===== config.mk =====
export PLATFORM = sky130hd
export DESIGN_NAME = stream_downsize
export DESIGN_NICKNAME = d
export VERILOG_FILES = /design/src/rtl/stream_downsize.sv
export SDC_FILE = /design/constraint.sdc
export NUM_CORES = 1
export LEC_CHECK = 0
export CORE_ASPECT_RATIO = 1.25
export CORE_MARGIN = 2
export CORE_UTILIZATION = 39
export CTS_CLUSTER_SIZE = 8
export DETAILED_ROUTE_END_ITERATION = 16
export MAX_ROUTING_LAYER = met4
export PLACE_DENSITY = 0.73
export SYNTH_ARGS = -nofsm -noshare
export SYNTH_HDL_FRONTEND = slang
export SYNTH_SLANG_ARGS = --single-unit

===== constraint.sdc =====
create_clock -name clk -period 1.7 [get_ports clk]
set_input_delay 0.425 -clock clk [delete_from_list [all_inputs] [get_ports clk]]
set_output_delay 0.425 -clock clk [all_outputs]
set_load 0.03 [all_outputs]

===== src/rtl/stream_downsize.sv =====
// Wide-to-narrow stream converter: serializes each wide beat into lanes, lane 0 first.
// Define STREAM_DOWNSIZE_SPARSE_KEEP_EN to honour s_keep_i and skip masked lanes.
module stream_downsize #(
  parameter int T_DATA_WIDTH = 4,
  parameter int T_DATA_RATIO = 2
) (
  input  logic                             clk,
  input  logic                             rst,
  input  logic [T_DATA_WIDTH*T_DATA_RATIO-1:0] s_data_i,
  input  logic [T_DATA_RATIO-1:0]          s_keep_i,
  input  logic                             s_last_i,
  input  logic                             s_valid_i,
  output logic                             s_ready_o,
  output logic [T_DATA_WIDTH-1:0]          m_data_o,
  output logic                             m_last_o,
  output logic                             m_valid_o,
  input  logic                             m_ready_i
);

  localparam int W = T_DATA_WIDTH;
  localparam int R = T_DATA_RATIO;
  localparam logic [R-1:0] ONE = {{(R-1){1'b0}}, 1'b1};

  typedef enum logic {EMPTY, SEND} state_t;

  state_t           state_q;
  state_t           state_d;
  logic [W*R-1:0]   data_q;
  logic [R-1:0]     rem_q;
  logic [R-1:0]     rem_d;
  logic             last_q;
  logic [R-1:0]     keep_eff;
  logic [R-1:0]     rem_new;
  logic [R-1:0]     cur_oh;
  logic             one_hot;
  logic             fire;
  logic             accept;

`ifdef STREAM_DOWNSIZE_SPARSE_KEEP_EN
  assign keep_eff = s_keep_i;
`else
  // keep is ignored; the OR only keeps the port read
  assign keep_eff = s_keep_i | {R{1'b1}};
`endif

  // an all-masked last beat still emits lane 0 to carry the boundary
  assign rem_new = (keep_eff == '0 && s_last_i) ? ONE : keep_eff;

  assign cur_oh  = rem_q & (~rem_q + ONE);
  assign one_hot = (rem_q != '0) && (rem_q == cur_oh);
  assign fire    = m_valid_o & m_ready_i;
  assign accept  = s_valid_i & s_ready_o;

  always_ff @(posedge clk or posedge rst) begin
    if (rst) begin
      state_q <= EMPTY;
      data_q  <= '0;
      rem_q   <= '0;
      last_q  <= 1'b0;
    end else begin
      state_q <= state_d;
      rem_q   <= rem_d;
      if (accept) begin
        data_q <= s_data_i;
        last_q <= s_last_i;
      end
    end
  end

  always_comb begin
    rem_d = rem_q;
    if (fire)
      rem_d = rem_q & ~cur_oh;
    if (accept)
      rem_d = rem_new;
    state_d = (rem_d != '0) ? SEND : EMPTY;
  end

  always_comb begin
    m_valid_o = (state_q == SEND);
    m_data_o  = '0;
    for (int k = 0; k < R; k++) begin
      if (m_valid_o && cur_oh[k])
        m_data_o = data_q[k*W +: W];
    end
    m_last_o  = m_valid_o & last_q & one_hot;
    s_ready_o = !rst & ((state_q == EMPTY) |
                (m_valid_o & m_ready_i & one_hot));
  end

endmodule


-- Yosys cells after proc, flatten, opt, wreduce, memory -nomap -nowiden
Index checks and enable logic that the tools add are counted.
- $add $sub $neg: 1
- equality and inequality tests: 1
- multiplexer cells: 5
- bitwise gates (word level): 12
- reduce and logical (&&, ||, !) cells: 6
- operators by type and width (kind ; count):
    two-way mux 4 bit ; 2
    AND 1 bit ; 6
    AND 2 bit ; 2
    two-way mux 2 bit ; 2
    NOT 2 bit ; 2
    nonzero test 2 bit ; 2
    logical AND 1 bit ; 3
    adder 2 x 1 -> 2 bit, second input constant ; 1
    equality test 2 bit ; 1
    zero test 1 bit ; 1
    two-way mux 1 bit ; 1
    NOT 1 bit ; 1
    bitwise OR 1 bit ; 1
- flip-flop bits (word level): 12
- input bits: 15
- output and inout port bits: 7
- logic and storage cells: 29

-- Logic depth before layout (Yosys ltp)
- depth in word-level cells: 12
- mapped depth: 6
- gate-level depth less buffers: 5

-- Least setup slack after synthesis
Ideal clock, no wire load.
- path type: register -> output
- from: register rem_q[0]
- to: output s_ready_o
- data arrival time: 1.461 ns
- setup slack: -0.186 ns
- cell stages (with the launch flop): 5
- buffers on the path: 0
- cell sequence: dfrtp_1 inv_1 ha_1 nand2b_2 a21oi_1
- longest elaborated chain between the ends: 8
- ends and longest elaborated chain (element ; line ; RTL):
    start, declared ; 29 ; logic [R-1:0] rem_q;
    start signal, assigned ; 62 ; rem_q <= rem_d;
    NOT 2 bit ; 49 ; assign cur_oh = rem_q & (~rem_q + ONE);
    adder 2 x 1 -> 2 bit ; 49 ;
    AND 2 bit ; 49 ;
    equality test 2 bit ; 50 ; assign one_hot = (rem_q != '0) && (rem_q == cur_oh);
    logical AND 1 bit * ; 50 ;
    AND 1 bit * ; 88 ; (m_valid_o & m_ready_i & one_hot));
    bitwise OR 1 bit * ; 87 ; s_ready_o = !rst & ((state_q == EMPTY) |
    AND 1 bit * ; 87 ;
    end, declared ; 13 ; output logic s_ready_o,
Mark *: on every way between the ends. The rest lies on a longest branch, timed or not.

-- Worst setup path in the final report
Same ends and word-level chain as after synthesis.

==> results.env <==
OUTCOME='finished, violations left'
VIOLATED_CHECKS='setup timing'
AVERAGE_INSTANCE_AREA_AFTER_SYNTHESIS_SQ_UM=11.8
PERIOD_SHARE_PCT=106
FINAL_NETS=100
ROUTABILITYCONGESTION=0.753
FINAL_CRITICAL_PATH_SETUP_SLACK_NS=-0.0981
NUMBER_OF_BUFFERS_CREATED_BY_CTS=3
DRC_VIOLS=0
SEQUENTIALPOWERSHARE_PCT=29.4
MIN-DELAY-PATH-CLASS='flop to flop'
SYNTH.AREA.MUX_SHARE_PCT=19.6
REG2REG_SLACK_NS=0.02
SYNTH-COMPOUND-AREA-SHARE_PCT=11.9
START_KIND='flop'
CLOCK_SKEW_NS=0.00451
TIMING.FINAL.HOLD_VIOLATIONS=0
PLACED_INSTANCE_AREA_SQ_UM=875
PLACE.PORT_BUFFERS=19
SYNTH-SEQ-AREA-SHARE_PCT=46.2
NETSWITCHINGFRACTION_PCT=38.0
POST_SYNTH_INSTANCE_AREA_SQ_UM=651
CTS.HTREE.LEVELS=1
CLOCK-ROOT-BUFFER='sky130_fd_sc_hd__clkbuf_4'
CELL_INTERNAL_PWR_uW=1160
XOR_XNOR_CELL_AREA_SHARE_OF_THE_YOSYS_NETLIST_PCT=0
TOTALWIRELENGTH_MM=1.32
POSTLAYOUTCOREUTIL_PCT=62.0
WIRE_PER_INST_UM=13.2
AREA_DELTA_SYNTH_FINAL_PCT=48.8
CRITICAL_SETUP_PATH_KIND='flop to output pin'
DETAILEDROUTE.FIRSTITERATIONVIOLATIONS=4
START_UTIL_PCT=41.7
YOSYS.AREA_SHARE.SIMPLE_PCT=13.5
VIA_COUNT=501
GRT_PASS1_WL_MM=2.21
SYNTH_TOP_FAMILY_BY_AREA='multiplexers'
TIMING.SLEW.HEADROOM_PCT=72.0
LAYOUT-DRIVE-GT1-SHARE_PCT=41.5
CRIT_PATH_MAX_FANOUT=2
DESIGN.PORTCOUNT=22
SYNTH_INSTANCES=55
DIODES=0
GRT_MAX_DEGREE=13
SYNTH_NETS=72
GRT_PASS1_VIAS=515
FINAL-MAX-SLEW-VIOLATION-COUNT=0
SETUP_VIOL=6
ANTENNA_LEFT=0
DATA_ARRIVAL_TIME_OF_THE_CRITICAL_PATH_NS=1.37
P_CLK_SHARE_PCT=12.1
CAP_VIOLATIONS=0
FLOORPLAN.DIE.HEIGHT_UM=49.7
YS_WARNINGS=0
ANTENNA_FOUND_INITIAL=0
LEAKAGEPOWER_uW=0.000441
DRT-PASS1-ITER-COUNT=4
HPWL_UM=941
FIN_AREA_SQ_UM=968
P_PER_AREA_nW_PER_UM2=1930
ACHIEVABLE-FREQUENCY_MHz=556
SYNTH-SEQ-CELLS=12
DIE-WIDTH_UM=40.5
DIE_AR_SQ_UM=2010
POWER_FRAC_COMB_PCT=58.5
FLOORPLAN.CORE_AREA_SQ_UM=1560
CRITICAL_PATH.ENDPOINT_TYPE='output pin'
WORSTSKEWPAIRLATENCY_NS=0.27
SYNTHDOMINANTAREACELLTYPE='sky130_fd_sc_hd__dfrtp_1'
CTSLONGESTPATHBUFFERS=2
CTS_NUM_SINKS=12
GR-TOTAL-OVERFLOW=0
DATA_REQUIRED_TIME_OF_THE_CRITICAL_PATH_NS=1.27
NETLIST.AREA_LEADER.SHARE_PCT=46.2
WORST-SLEW-PIN-TRANSITION_NS=0.420
NET-SWITCHING-POWER_uW=710
DETAIL_ROUTE.VIAS_PER_CELL=5.01
SETUP_REPAIR_AFTER_GLOBAL_ROUTING_MISSED_ITS_MARGIN='true'
LAYOUT_MIN_CYCLE_TIME_NS=1.80
SYNTH_ADDER_AREA_SHARE_PCT=3.85
CLOCK_TREE_FROM_TRITONCTS='yes'
NETLIST_TOP_CELLS_AREA='sky130_fd_sc_hd__dfrtp_1 46%, sky130_fd_sc_hd__mux2_4 16%, sky130_fd_sc_hd__nand2_1 5.2%'
MAX-VDD-IR-DROP_mV=1.09
ROWS=16
YOSYSUNIQUECELLTYPES=19
CLK_PIN_SLEW_NS=0.08
TRACK_USAGE_PCT=16.2
[critical path: stages, from the launching register on]
cell,delay (ns)
sky130_fd_sc_hd__dfrtp_1,0.39
sky130_fd_sc_hd__inv_2,0.08
sky130_fd_sc_hd__ha_4,0.20
sky130_fd_sc_hd__nand2b_4,0.14
sky130_fd_sc_hd__a21oi_2,0.15
sky130_fd_sc_hd__buf_6,0.14
[state kept, by name (all words and copies together) (netlist names)]
register   cells
rem_q          2
last_q         1
data_q         8
m_valid_o      1
[layer usage]
metal	up-vias	share of wire (%)	wire, um	track usage (%)
met4	0	1.9	25	5.00
met3	4	5.0	66	4.05
li1	242	-	-	-
met5	-	0	0	-
met1	238	42	555	20.2
met2	17	51	675	25.1
[per-stage QoR]
step           setup WS (ns)  TNS (ns)  power, uW  hold slack, ns  std cells
2_1_floorplan        -0.0103   -0.0612       1170           0.290         55
3_3_place_gp          -0.104    -0.790       1440           0.484         95
3_5_place_dp          -0.115    -0.873       1470           0.490         95
4_1_cts              -0.0626    -0.219       1850           0.508        100
5_1_grt               -0.149    -0.984       2000           0.529        100
6_report             -0.0981    -0.311       1870           0.519        100
[cells in the mapped netlist]
cell type and number:
sky130_fd_sc_hd__a211oi_1 1, sky130_fd_sc_hd__a21o_2 1, sky130_fd_sc_hd__a21oi_1 2, sky130_fd_sc_hd__a21oi_4 1, sky130_fd_sc_hd__and2_1 4, sky130_fd_sc_hd__and3b_2 1, sky130_fd_sc_hd__buf_12 1, sky130_fd_sc_hd__buf_2 1
sky130_fd_sc_hd__dfrtp_1 12, sky130_fd_sc_hd__ha_1 2, sky130_fd_sc_hd__inv_1 2, sky130_fd_sc_hd__mux2_2 2, sky130_fd_sc_hd__mux2_4 7, sky130_fd_sc_hd__nand2_1 9, sky130_fd_sc_hd__nand2b_1 1, sky130_fd_sc_hd__nand2b_2 1
sky130_fd_sc_hd__nor2_1 1, sky130_fd_sc_hd__o21ai_0 4, sky130_fd_sc_hd__o21bai_1 2
[layout by cell type, fill, tap and decap left out, types with 2 or more instances in the layout]
| cell | instances |
|---|---|
| sky130_fd_sc_hd__dfrtp_1 | 12 |
| sky130_fd_sc_hd__clkdlybuf4s50_1 | 12 |
| sky130_fd_sc_hd__mux2_4 | 9 |
| sky130_fd_sc_hd__nand2_1 | 8 |
| sky130_fd_sc_hd__buf_6 | 6 |
| sky130_fd_sc_hd__buf_4 | 6 |
| sky130_fd_sc_hd__o21ai_1 | 4 |
| sky130_fd_sc_hd__and2_1 | 4 |
| sky130_fd_sc_hd__clkbuf_4 | 3 |
| sky130_fd_sc_hd__o21bai_1 | 2 |
[power groups by stage]
stage               Sequential [uW]  Combinational, uW  Clock, uW
floorplan                       528                641          0
global placement                534                910          0
detailed placement              543                931          0
CTS                             546               1080        225
global route                    571               1190        240
finish                          549               1090        227
[worst paths after layout]
| kind | startpoint | endpoint | cells past startpoint |
|---|---|---|---|
| setup / recovery | rem_q[0] | s_ready_o | 5 |
| min in group asynchronous | rst | last_q | 3 |
| setup reg to reg | rem_q[0] | data_q[3] | 7 |
| hold / removal | data_q[1] | data_q[1] | 1 |
| max in group asynchronous | rst | data_q[7] | 3 |
| hold reg to reg | data_q[1] | data_q[1] | 1 |
[layout make-up]
type | count | area [sq um]
repair buffers | 25 | 253
fillers | 132 | 593
multi-input cells | 39 | 349
clock buffers | 4 | 36.3
inverters | 2 | 7.51
flip-flops and latches | 12 | 300
well taps | 18 | 22.5
[timing repair]
action / in CTS / in global routing
gates cloned: 0 / 0
setup endpoints to repair: 6 / 15
resized for setup: 15 / 2
buffers inserted: 1 / 0
hold buffers: 0 / 0
pin swaps: 5 / 2
[logic make-up after synthesis]
| group | after synthesis |
|---|---|
| AO/OA/AOI/OAI | 11 |
| adder cells (fa/ha/maj) | 2 |
| buffers and inverters | 4 |
| flip-flops | 12 |
| multiplexers | 9 |
| AND/OR/NAND/NOR | 17 |
(Power assumes the default switching activity.)
